[src/rtl/coa_shift_pkg.sv]
// Shared constants for the shift/rotate engine: mode and direction codes, FSM states.
package coa_shift_pkg;

    localparam logic [1:0] MODE_ROT = 2'b00;
    localparam logic [1:0] MODE_LOG = 2'b01;
    localparam logic [1:0] MODE_ARI = 2'b10;
    localparam logic [1:0] MODE_SER = 2'b11;

    localparam logic DIR_R = 1'b0;
    localparam logic DIR_L = 1'b1;

    typedef enum logic [1:0] {
        ST_IDLE = 2'b00,
        ST_RUN  = 2'b01,
        ST_DONE = 2'b10
    } state_e;

endpackage

[src/rtl/shift_step.sv]
// Combinational single-bit step: produces the shifted operand and the bit that leaves it.
module shift_step
    import coa_shift_pkg::*;
#(
    parameter int WIDTH = 8
) (
    input  logic [WIDTH-1:0] q_i,
    input  logic             dir_i,
    input  logic [1:0]       mode_i,
    input  logic             serial_in_i,
    output logic [WIDTH-1:0] q_o,
    output logic             out_bit_o
);

    logic fill;

    always_comb begin
        fill      = 1'b0;
        q_o       = q_i;
        out_bit_o = 1'b0;
        if (dir_i == DIR_R) begin
            out_bit_o = q_i[0];
            case (mode_i)
                MODE_ROT: fill = q_i[0];
                MODE_ARI: fill = q_i[WIDTH-1];
                MODE_SER: fill = serial_in_i;
                default:  fill = 1'b0;
            endcase
            q_o = {fill, q_i[WIDTH-1:1]};
        end else begin
            // Left arithmetic shift fills with zero, same as logical.
            out_bit_o = q_i[WIDTH-1];
            case (mode_i)
                MODE_ROT: fill = q_i[WIDTH-1];
                MODE_SER: fill = serial_in_i;
                default:  fill = 1'b0;
            endcase
            q_o = {q_i[WIDTH-2:0], fill};
        end
    end

endmodule

[src/rtl/shift_rotate_engine.sv]
// Multi-cycle shift/rotate engine: one single-bit step per clock, amount steps per operation.
//   state   | meaning
//   ST_IDLE | accepts load (priority) or start
//   ST_RUN  | one step per cycle, counter counts down to 1
//   ST_DONE | single cycle with done asserted, back to idle
module shift_rotate_engine
    import coa_shift_pkg::*;
#(
    parameter int               WIDTH     = 8,
    parameter int               CNT_W     = $clog2(WIDTH + 1),
    parameter logic [WIDTH-1:0] RESET_VAL = '0
) (
    input  logic             clk,
    input  logic             rst,
    input  logic             load_i,
    input  logic [WIDTH-1:0] data_in_i,
    input  logic             start_i,
    input  logic             dir_i,
    input  logic [1:0]       mode_i,
    input  logic [CNT_W-1:0] amount_i,
    input  logic             serial_in_i,
    output logic [WIDTH-1:0] q_o,
    output logic             serial_out_o,
    output logic             busy_o,
    output logic             done_o
);

    localparam logic [CNT_W-1:0] MAX_AMT = CNT_W'(WIDTH);

    state_e           state_q, state_d;
    logic [WIDTH-1:0] q_q, q_d;
    logic             sout_q, sout_d;
    logic [CNT_W-1:0] cnt_q, cnt_d;
    logic             dir_q, dir_d;
    logic [1:0]       mode_q, mode_d;

    logic [CNT_W-1:0] amt_clamp;
    logic [WIDTH-1:0] step_q;
    logic             step_out;

    assign amt_clamp = (amount_i > MAX_AMT) ? MAX_AMT : amount_i;

    shift_step #(.WIDTH(WIDTH)) u_step (
        .q_i         (q_q),
        .dir_i       (dir_q),
        .mode_i      (mode_q),
        .serial_in_i (serial_in_i),
        .q_o         (step_q),
        .out_bit_o   (step_out)
    );

    always_comb begin
        state_d = state_q;
        q_d     = q_q;
        sout_d  = sout_q;
        cnt_d   = cnt_q;
        dir_d   = dir_q;
        mode_d  = mode_q;
        case (state_q)
            ST_IDLE: begin
                if (load_i) begin
                    q_d = data_in_i;
                end else if (start_i) begin
                    dir_d   = dir_i;
                    mode_d  = mode_i;
                    cnt_d   = amt_clamp;
                    state_d = (amt_clamp == '0) ? ST_DONE : ST_RUN;
                end
            end
            ST_RUN: begin
                q_d    = step_q;
                sout_d = step_out;
                cnt_d  = cnt_q - CNT_W'(1);
                if (cnt_q == CNT_W'(1)) begin
                    state_d = ST_DONE;
                end
            end
            ST_DONE: state_d = ST_IDLE;
            default: state_d = ST_IDLE;
        endcase
    end

    always_ff @(posedge clk or posedge rst) begin
        if (rst) begin
            state_q <= ST_IDLE;
            q_q     <= RESET_VAL;
            sout_q  <= 1'b0;
            cnt_q   <= '0;
            dir_q   <= DIR_R;
            mode_q  <= MODE_ROT;
        end else begin
            state_q <= state_d;
            q_q     <= q_d;
            sout_q  <= sout_d;
            cnt_q   <= cnt_d;
            dir_q   <= dir_d;
            mode_q  <= mode_d;
        end
    end

    assign q_o          = q_q;
    assign serial_out_o = sout_q;
    assign busy_o       = (state_q != ST_IDLE);
    assign done_o       = (state_q == ST_DONE);

endmodule
[config.mk]
export PLATFORM = sky130hd
export DESIGN_NAME = shift_rotate_engine
export DESIGN_NICKNAME = d
export VERILOG_FILES = /design/src/rtl/coa_shift_pkg.sv /design/src/rtl/shift_step.sv /design/src/rtl/shift_rotate_engine.sv
export SDC_FILE = /design/constraint.sdc
export NUM_CORES = 1
export LEC_CHECK = 0
export BUFFER_PORTS_ARGS = -buffer_cell sky130_fd_sc_hd__buf_4
export CORE_AREA = 2 2 48 50
export DETAILED_ROUTE_END_ITERATION = 7
export DIE_AREA = 0 0 50 52
export GPL_ROUTABILITY_DRIVEN = 0
export PLACE_DENSITY = 0.85
export SYNTH_ARGS = -nofsm -noshare
export SYNTH_HDL_FRONTEND = slang
export SYNTH_SLANG_ARGS = --single-unit
[constraint.sdc]
create_clock -name clk -period 2.2 [get_ports clk]
set_input_delay 0.22 -clock clk [delete_from_list [all_inputs] [get_ports clk]]
set_output_delay 0.22 -clock clk [all_outputs]
set_load 0.005 [all_outputs]
==> key figures <==
Power
  – Max VDD drop: 811 uV
  – Power Dens Cells: between 1000 and 1500 mW/mm^2
  – Lkg Pwr: 0.635 nW
  – Tot Pwr: 1.96 mW

Detailed routing
  – DR iter-0 viols: 23
  – DRT antenna net count: 0
  – Overall via count from detail_route: around 960
  – Vias/cell: 5.58
  – Routed len/inst: 14.3 um
  – DRT Wirelength: around 2.5 mm
  – Drt pass-1 iters: 4
  – DRC: 0

STA
  – Setup_tns: 0 ps
  – Fmax: 0.637 GHz
  – RSZ-0062 raised after global routing: false
  – Fin. max-slew vios: 0
  – Worst Setup Slack, final: 630 ps
  – Min cycle time layout: approximately 1600 ps
  – Skew final: 1.74 ps
  – Final Hold Vio Count: 0
  – Hold WS: 17.9 ps
  – Setup violations, final: 0
  – Final period util: 0.714
  – Slew HR: 0.555
  – Worst slew pin tran: 666 ps

Cells and area
  – Post-Layout Cell Count: 172
  – Layout cells sized above 1: 0.278
  – Fillers: ~170
  – Design area: 0.00136 mm^2
  – P&R area growth vs syn: 26.9%
  – Final #Nets: between 150 and 200
  – Final design utilization: 0.645
  – # diodes: 0

Setup path
  – RR Startpoint: state_q[1]$_DFFE_PP0P_
  – CP arrival: 1750 ps
  – FF-to-FF path depth: 3
  – CP max-delay cell: dfrtp_1
  – Crit. End Element: flop
  – Worst R2R End: dir_q$_DFFE_PP0P_
  – Crit path launch: state_q[1]$_DFFE_PP0P_
  – Max incr delay on CP: 520 ps
  – Worst Path Required: around 2400 ps
  – Setup slack, reg-to-reg: around 630 ps
  – Setup crit end: dir_q$_DFFE_PP0P_
  – Startpoint Class: flop
  – Crit path max fanout: 12
  – Crit path cell chain: or2_4 -> nor3b_4 -> mux2_4
  – Kind of critical path: reg2reg

Floorplanning
  – Die H: between 50 and 60 um
  – Full die area: 0.00260 mm^2
  – Starting Density: 0.508
  – Die Wd: roughly 50 um
  – CORE AREA: 0.00211 mm^2
  – Row Count: 17
  – Io pins: 31

Yosys
  – Distinct cells, synth: 30
  – Cell area after synthesis: 0.00107 mm^2
  – Synth Instances: 112
  – Avg Synthesized Cell Area: 9.55 um^2
  – Sequential share of the synthesized area: 0.421
  – Number of synthesized register bits: 18
  – Post-synth EDFFs: 0
  – Ys Warns: 0
  – Primary FF master, synth: dfrtp_1
  – Syn_nets: 137
  – Ys async rst share: 1.00

Status
  – Status: finished clean

GRT
  – Grt total ovfl: 0
  – First-pass GRT wire length: 3.98 mm
  – Vias in the first global route: 878
  – Total global routing track utilization: 0.205
  – Largest net degree at the start of global routing: 19
  – Initial antenna violation count: 0

CTS
  – Clock latency on the worst-skew pair: 290 ps
  – CTS HTree Levels: 1
  – CTS buffer count: 3
  – Worst-path clk slew: 100 ps
  – Clock sinks: 18
  – # hold bufs at CTS: 0
  – Post-CTS Resized: 0
  – CTS tree: built
  – Clock Path Buffers: 2
  – # Post-CTS Setup Buffers: 0
  – Root buf cell: clkbuf_4

Placed design
  – I/O Buffers: 30
  – Placed inst area: between 0.001 and 0.0015 mm^2
  – Placed Cells incl. Taps: 168
  – DP HPWL: 1.89 mm
  – Pre-CTS setup slack: 650 ps

Run
  – Max_cap viols: 0

Worst hold path
  – Hold Crit Class: in2async
[final cells by class]
| class | count | area [um^2] | area share |
|---|---|---|---|
| clock buffers | 4 | 36.3 | 0.0267 |
| inverters | 8 | 30.0 | 0.0221 |
| multi-input cells | 81 | 558 | 0.411 |
| flip-flops and latches | 18 | 450 | 0.332 |
| well taps | 28 | 35.0 | 0.0258 |
| repair buffers | 33 | 248 | 0.182 |
[routing by layer]
| metal | track usage | routed length [um] |
|---|---|---|
| met2 | 0.336 | 1210 |
| met1 | 0.270 | 1100 |
| met4 | 0.0694 | 15 |
| met3 | 0.0402 | 133 |
| met5 | 0 | 0 |
[where the power goes]
part | total, mW | internal [mW] | switching [mW]
clock network | 0.203 | 0.101 | 0.103
registers | 0.730 | 0.499 | 0.231
logic | 1.02 | 0.557 | 0.468
total | 1.96 | 1.16 | 0.801
[cells by family after synthesis]
family	count (synthesis)	share of synthesized area
AOI/OAI and AO/OA	34	0.214
and+or+nand+nor	33	0.160
DFF	18	0.421
buffers and inverters	13	0.0573
muxes	9	0.0889
adders and majority gates	5	0.0585
[cell usage in the layout (no fill, tap or decap), drive strengths merged]
master and count:
o21ai 6, nand2b 1, o22ai 1, a221oi 2
or3 1, a21oi 10, inv 8, a2bb2oi 1
nand3b 1, nor2b 4, o32a 1, nor2 11
a31oi 1, mux2i 8, mux2 1, or2 1
ha 5, buf 33, nand2 9, a211oi 1
nor3 2, o21bai 1, a22oi 2, nor4 1
dfrtp 18, nor3b 2, o22a 7, clkbuf 4
o311ai 1
[synthesized netlist by cell type (2+ instances only)]
library cell | number | area (um^2)
nand2_1 | 9 | 33.8
mux2i_1 | 8 | 80.1
buf_2 | 4 | 20.0
nor2b_1 | 4 | 25.0
ha_1 | 5 | 62.6
inv_1 | 8 | 30.0
o22a_1 | 7 | 61.3
a221oi_1 | 2 | 17.5
dfrtp_1 | 18 | 450
o21ai_0 | 6 | 30.0
a21oi_1 | 10 | 50.1
a22oi_1 | 2 | 15.0
nor3_1 | 2 | 10.0
nor2_1 | 11 | 41.3
[worst min-delay path by stage]
stage          slack, ps                     end  depth (start not counted)  startpoint
2_1_floorplan        160    cnt_q[0]$_DFFE_PP0P_                          1         rst
4_1_cts               40    cnt_q[0]$_DFFE_PP0P_                          2         rst
5_1_grt               70  state_q[1]$_DFFE_PP0P_                          2         rst
3_3_place_gp         360    cnt_q[1]$_DFFE_PP0P_                          2         rst
3_5_place_dp         360    cnt_q[1]$_DFFE_PP0P_                          2         rst
6_report              20    cnt_q[1]$_DFFE_PP0P_                          2         rst
[state kept, by name, indices dropped and copies added (netlist names)]
name,count
dir_q,1
q_o,8
state_q,2
cnt_q,4
serial_out_o,1
mode_q,2
[worst max-delay path, delay by kind of cell (launching register included)]
kind / cells / cell delay [ps]
and+or+nand+nor: 2 / 620
DFF: 1 / 520
muxes: 1 / 330
No activity file was read; power rests on OpenSTA's default activity.
